File: src/rtl/led_display_frame_arbiter.sv
// Frame RAM arbiter for the LED display: shares one single-port RAM between
// the display row fetch (reads, priority) and the pixel writer (writes),
// with double buffering that swaps banks only on a display frame boundary.
module led_display_frame_arbiter #(
    parameter int ADDR_WIDTH   = 11,
    parameter int DATA_WIDTH   = 32,
    parameter int STARVE_LIMIT = 8
) (
    input  logic                  clk_in,
    input  logic                  reset_in,
    input  logic                  disp_req_in,
    input  logic [ADDR_WIDTH-1:0] disp_addr_in,
    output logic                  disp_gnt_out,
    output logic [DATA_WIDTH-1:0] disp_rdata_out,
    output logic                  disp_rvalid_out,
    input  logic                  wr_req_in,
    input  logic [ADDR_WIDTH-1:0] wr_addr_in,
    input  logic [DATA_WIDTH-1:0] wr_data_in,
    output logic                  wr_gnt_out,
    input  logic                  swap_req_in,
    input  logic                  frame_start_in,
    output logic                  swap_pending_out,
    output logic                  front_sel_out,
    output logic                  ram_en_out,
    output logic                  ram_we_out,
    output logic [ADDR_WIDTH:0]   ram_addr_out,
    output logic [DATA_WIDTH-1:0] ram_wdata_out,
    input  logic [DATA_WIDTH-1:0] ram_rdata_in
);

    localparam logic [7:0] LIMIT = 8'(STARVE_LIMIT);

    typedef enum logic {
        S_IDLE    = 1'b0,
        S_PENDING = 1'b1
    } swap_state_t;

    swap_state_t               state_q;
    logic                      front_sel_q;
    logic [7:0]                wait_cnt_q, wait_cnt_d;
    logic                      pending;
    logic                      force_wr;
    logic                      disp_gnt;
    logic                      wr_gnt;
    logic                      ram_en_q, ram_we_q;
    logic [ADDR_WIDTH:0]       ram_addr_q;
    logic [DATA_WIDTH-1:0]     ram_wdata_q;
    logic                      rd_issue_q;
    logic                      rvalid_q;

    assign pending = (state_q == S_PENDING);

    // Grant decision: display first unless the writer has waited STARVE_LIMIT
    // cycles; the writer is frozen while a swap waits so the back bank stays
    // complete until it becomes the front.
    always_comb begin
        force_wr = wr_req_in && !pending && (wait_cnt_q == LIMIT);
        disp_gnt = disp_req_in && !force_wr && !reset_in;
        wr_gnt   = wr_req_in && !pending && !disp_gnt && !reset_in;
    end

    // Starvation counter: counts display-blocked writer cycles, saturating.
    always_comb begin
        wait_cnt_d = wait_cnt_q;
        if (!wr_req_in || pending || wr_gnt) begin
            wait_cnt_d = '0;
        end else if (wait_cnt_q != LIMIT) begin
            wait_cnt_d = wait_cnt_q + 8'd1;
        end
    end

    // Starvation counter register.
    always_ff @(posedge clk_in or posedge reset_in) begin
        if (reset_in) begin
            wait_cnt_q <= '0;
        end else begin
            wait_cnt_q <= wait_cnt_d;
        end
    end

    // Swap FSM: the bank toggle waits for a frame boundary so no frame is torn;
    // grants in the toggle cycle still see the old front_sel_q.
    always_ff @(posedge clk_in or posedge reset_in) begin
        if (reset_in) begin
            state_q     <= S_IDLE;
            front_sel_q <= 1'b0;
        end else begin
            case (state_q)
                S_IDLE: begin
                    if (swap_req_in) begin
                        if (frame_start_in) begin
                            front_sel_q <= ~front_sel_q;
                        end else begin
                            state_q <= S_PENDING;
                        end
                    end
                end
                S_PENDING: begin
                    if (frame_start_in) begin
                        front_sel_q <= ~front_sel_q;
                        state_q     <= S_IDLE;
                    end
                end
                default: state_q <= S_IDLE;
            endcase
        end
    end

    // RAM command register: bank bit is fixed at grant time; address and
    // write data hold their last value on idle cycles.
    always_ff @(posedge clk_in or posedge reset_in) begin
        if (reset_in) begin
            ram_en_q    <= 1'b0;
            ram_we_q    <= 1'b0;
            ram_addr_q  <= '0;
            ram_wdata_q <= '0;
        end else if (disp_gnt) begin
            ram_en_q   <= 1'b1;
            ram_we_q   <= 1'b0;
            ram_addr_q <= {front_sel_q, disp_addr_in};
        end else if (wr_gnt) begin
            ram_en_q    <= 1'b1;
            ram_we_q    <= 1'b1;
            ram_addr_q  <= {~front_sel_q, wr_addr_in};
            ram_wdata_q <= wr_data_in;
        end else begin
            ram_en_q <= 1'b0;
            ram_we_q <= 1'b0;
        end
    end

    // Read-return pipeline: issue during N+1, RAM data valid during N+2.
    always_ff @(posedge clk_in or posedge reset_in) begin
        if (reset_in) begin
            rd_issue_q <= 1'b0;
            rvalid_q   <= 1'b0;
        end else begin
            rd_issue_q <= disp_gnt;
            rvalid_q   <= rd_issue_q;
        end
    end

    assign disp_gnt_out     = disp_gnt;
    assign wr_gnt_out       = wr_gnt;
    assign disp_rvalid_out  = rvalid_q;
    assign disp_rdata_out   = rvalid_q ? ram_rdata_in : '0;
    assign swap_pending_out = pending;
    assign front_sel_out    = front_sel_q;
    assign ram_en_out       = ram_en_q;
    assign ram_we_out       = ram_we_q;
    assign ram_addr_out     = ram_addr_q;
    assign ram_wdata_out    = ram_wdata_q;

endmodule

File: config.mk
export PLATFORM = sky130hd
export DESIGN_NAME = led_display_frame_arbiter
export DESIGN_NICKNAME = d
export VERILOG_FILES = /design/src/rtl/led_display_frame_arbiter.sv
export SDC_FILE = /design/constraint.sdc
export NUM_CORES = 1
export LEC_CHECK = 0
export ABC_AREA = 1
export CAP_MARGIN = 25
export CORE_UTILIZATION = 34
export DETAILED_ROUTE_END_ITERATION = 7
export MAX_ROUTING_LAYER = met4
export PLACE_DENSITY = 0.83
export SYNTH_ARGS = -nofsm -noshare
export SYNTH_HDL_FRONTEND = slang
export SYNTH_SLANG_ARGS = --single-unit
File: constraint.sdc
create_clock -name clk_in -period 4.5 [get_ports clk_in]
set_input_delay 1.35 -clock clk_in [delete_from_list [all_inputs] [get_ports clk_in]]
set_output_delay 1.35 -clock clk_in [all_outputs]
set_load 0.05 [all_outputs]
==> summary.md <==
| Metric | Value |
|---|---|
| Yosys warnings | 0 |
| Pre-antenna DRT Iters | 4 |
| Hold Path Class | reg -> reg |
| Total GRT Usage | 0.1978 |
| Post-DR wirelength/cell | 12.30 um |
| Vias per cell | 4.437 |
| Root Driver | clkbuf_8 |
| Post-synth top area share | 0.5144 |
| Worst skew pair latency | 0.34 ns |
| CP Cell Sequence | clkdlybuf4s50_1, clkinvlp_4, nand2_1, inv_1, nand2_4, nand2_4, clkinvlp_4, buf_12 |
| Row count | 32 |
| Worst slew pin tran | 0.9193 ns |
| Final Hold Violating Endpoints | 0 |
| Worst path slowest cell | clkdlybuf4s50_1 |
| Starting Density | 0.3577 |
| # hold bufs at CTS | 0 |
| First-pass GRT wire length | 12.97 mm |
| Vias in the first global route | 2858 |
| Reg-to-reg setup timing slack | 2.40 ns |
| Initial antenna violation count | 0 |
| Mean Syn Cell Area | 7.386 sq um |
| Required time worst endpoint | 3.15 ns |
| Crit path kind | in -> out |
| Vias | 2946 |
| Wirelength, routed | 8.168 mm |
| Antenna cells | 0 |
| Max frequency | 236.5 MHz |
| Placed insts | 648 |
| Dpl hpwl | 6.194 mm |
| Multi-input logic area | 1002 sq um |
| VDD IR-drop max | 0.0002315 V |
| Status | finished clean |
| Die span in x | 93.10 um |
| Synth unique cells | 18 |
| Final Max Slew Viols | 0 |
| Max clock buf depth | 2 |
| Setup violators final | 0 |
| H-tree depth | 3 |
| Core Area | 7888 sq um |
| Setup Buffers After CTS | 0 |
| Design Area, Final | 4841 sq um |
| Grt ovf | 0 |
| Worst-path maximum fanout | 14 |
| Fin crit period | 4.229 ns |
| Syn Std Cell Area | 2821 sq um |
| Period utilization | 0.9397 |
| Share of layout cells above drive strength 1 | 0.06406 |
| Remaining antenna violation count | 0 |
| Setup Skew | 0.004562 ns |
| Slew headroom | 0.3872 |
| Max incr delay on CP | 0.48 ns |
| Synthesized Nets | 476 |
| 1st-iter DRT viols | 112 |
| Setup crit end kind | primary output |
| Switching power | 745.6 uW |
| Worst Path Arrival | 2.88 ns |
| Clk slew on worst S/H paths | 0.07 ns |
| DRC | 0 |
| Top delay family on crit path | buffers and inverters |
| Setup TNS | 0 ns |
| Clk sink count | 58 |
| # IOs | 175 |
| Flop pwr share | 0.346 |
| Top post-synthesis cells by area | dfrtp_1 51%, nand2_1 24%, inv_1 9.2% |
| Pwr/cell area | 390.5 nW/um^2 |
| Area growth syn-to-layout | 71.57% |
| Final cell count without fillers | 664 |
| Sequential share of the synthesized area | 0.5144 |
| CTS tree | done |
| Max Cap Viol | 0 |
| Largest net degree at the start of global routing | 43 |
| # resized after CTS | 0 |
| CTS buffer count | 9 |
| Post-Synthesis Cells | 382 |
| Fillcell total | 666 |
| Sw frac | 0.3945 |
| Logic gate share of total power | 0.400 |
| Post-DP Area | 4646 sq um |
| Final nets | 651 |
| IO buf count | 174 |
| Leak | 2.566 nW |
| Internal power | 1.145 mW |
| Die height | 93.10 um |
| Die area | 8667 sq um |
| Clock share of power | 0.254 |
| Routability cong. | 0.8897 |
| Register Area | 1451 sq um |
| Area leader, netlist | dfrtp_1 |
| CP Buf/Inv Count | 5 |
| Post-synthesis register bit count | 58 |
| RSZ-0062 raised after global routing | false |
| CP Launch Type | input port |
[per-stage QoR]
| stage | utilization | hold slack, ns | total power [mW] | worst slack (ns) |
|---|---|---|---|---|
| 2_1_floorplan | - | 0.3312 | 1.112 | 0.04100 |
| 3_3_place_gp | 0.5890 | 0.3461 | 1.410 | 0.3043 |
| 3_5_place_dp | 0.5890 | 0.3479 | 1.422 | 0.2823 |
| 4_1_cts | 0.6137 | 0.3623 | 1.910 | 0.2711 |
| 5_1_grt | 0.6137 | 0.3695 | 1.978 | 0.1319 |
| 6_report | 0.6137 | 0.3620 | 1.890 | 0.2714 |
[power groups by stage]
stage	Sequential, mW	Combinational (mW)	Clock (mW)
global placement	0.660	0.751	0
CTS	0.654	0.762	0.493
global route	0.666	0.798	0.513
detailed placement	0.661	0.761	0
finish	0.654	0.756	0.481
floorplan	0.943	0.169	0
[kinds of logic (layout without fill, tap and decap cells)]
kind of cell	Yosys count	count (layout)	synth area share
DFF	58	58	0.5144
AOI/OAI and AO/OA	6	6	0.01286
xor gates and xnor gates	5	5	0.01552
adders and majority gates	2	2	0.008868
buffers and inverters	88	268	0.1304
and+or+nand+nor	223	223	0.3180
[flip-flops by register name, summed over array words and instances, names as in the netlist]
name and count:
ram_we_out 1, ram_en_out 1, rd_issue_q 1, wait_cnt_q 8, ram_addr_out 12, disp_rvalid_out 1, swap_pending_out 1, front_sel_out 1
ram_wdata_out 32
[cells in the mapped netlist (all sizes together)]
master,number
buf,11
clkbuf,3
clkinv,1
dfrtp,58
ha,2
inv,73
nand2,180
nand3,26
nor2,17
o2111ai,1
o211ai,1
o21ai,4
xor2,5
[routing by layer]
layer  global-route usage  vias to the layer above  routed length (um)
li1                     -                     1455                   -
met5                    -                        -                   0
met4              0.07692                        0                 154
met2               0.3346                      152                4073
met3              0.05203                       16                 685
met1               0.2240                     1323                3254
[placed cells by master (no fill, tap or decap), drive strengths merged]
master         Yosys  layout
o2111ai            1       1
xor2               5       5
dfrtp             58      58
inv               73      71
clkinv             1       5
o21ai              4       4
ha                 2       2
clkinvlp           0       2
o211ai             1       1
nand2            180     180
clkdlybuf4s50      0     170
bufinv             0       1
nand3             26      26
nor2              17      17
buf               11       8
clkbuf             3      11
[worst paths after layout]
path,start,to,depth (start not counted)
max,reset_in,wr_gnt_out,8
min,rd_issue_q$_DFF_PP0_,disp_rvalid_out$_DFF_PP0_,0
max reg2reg,wait_cnt_q[0]$_DFFE_PP0P_,ram_wdata_out[27]$_DFFE_PP0P_,11
min reg2reg,rd_issue_q$_DFF_PP0_,disp_rvalid_out$_DFF_PP0_,0
max in group asynchronous,reset_in,ram_wdata_out[16]$_DFFE_PP0P_,3
min in group asynchronous,reset_in,ram_addr_out[4]$_DFFE_PP0P_,3
[area by class of cell]
type / instances / area share
timing repair buffer: 178 / 0.3665
tap: 102 / 0.02636
clock buffer: 11 / 0.02921
multi-input combinational: 236 / 0.2070
inverter: 74 / 0.05996
clock inverter: 5 / 0.01111
sequential: 58 / 0.2998
Note: power is estimated with default switching activity, not from simulation.
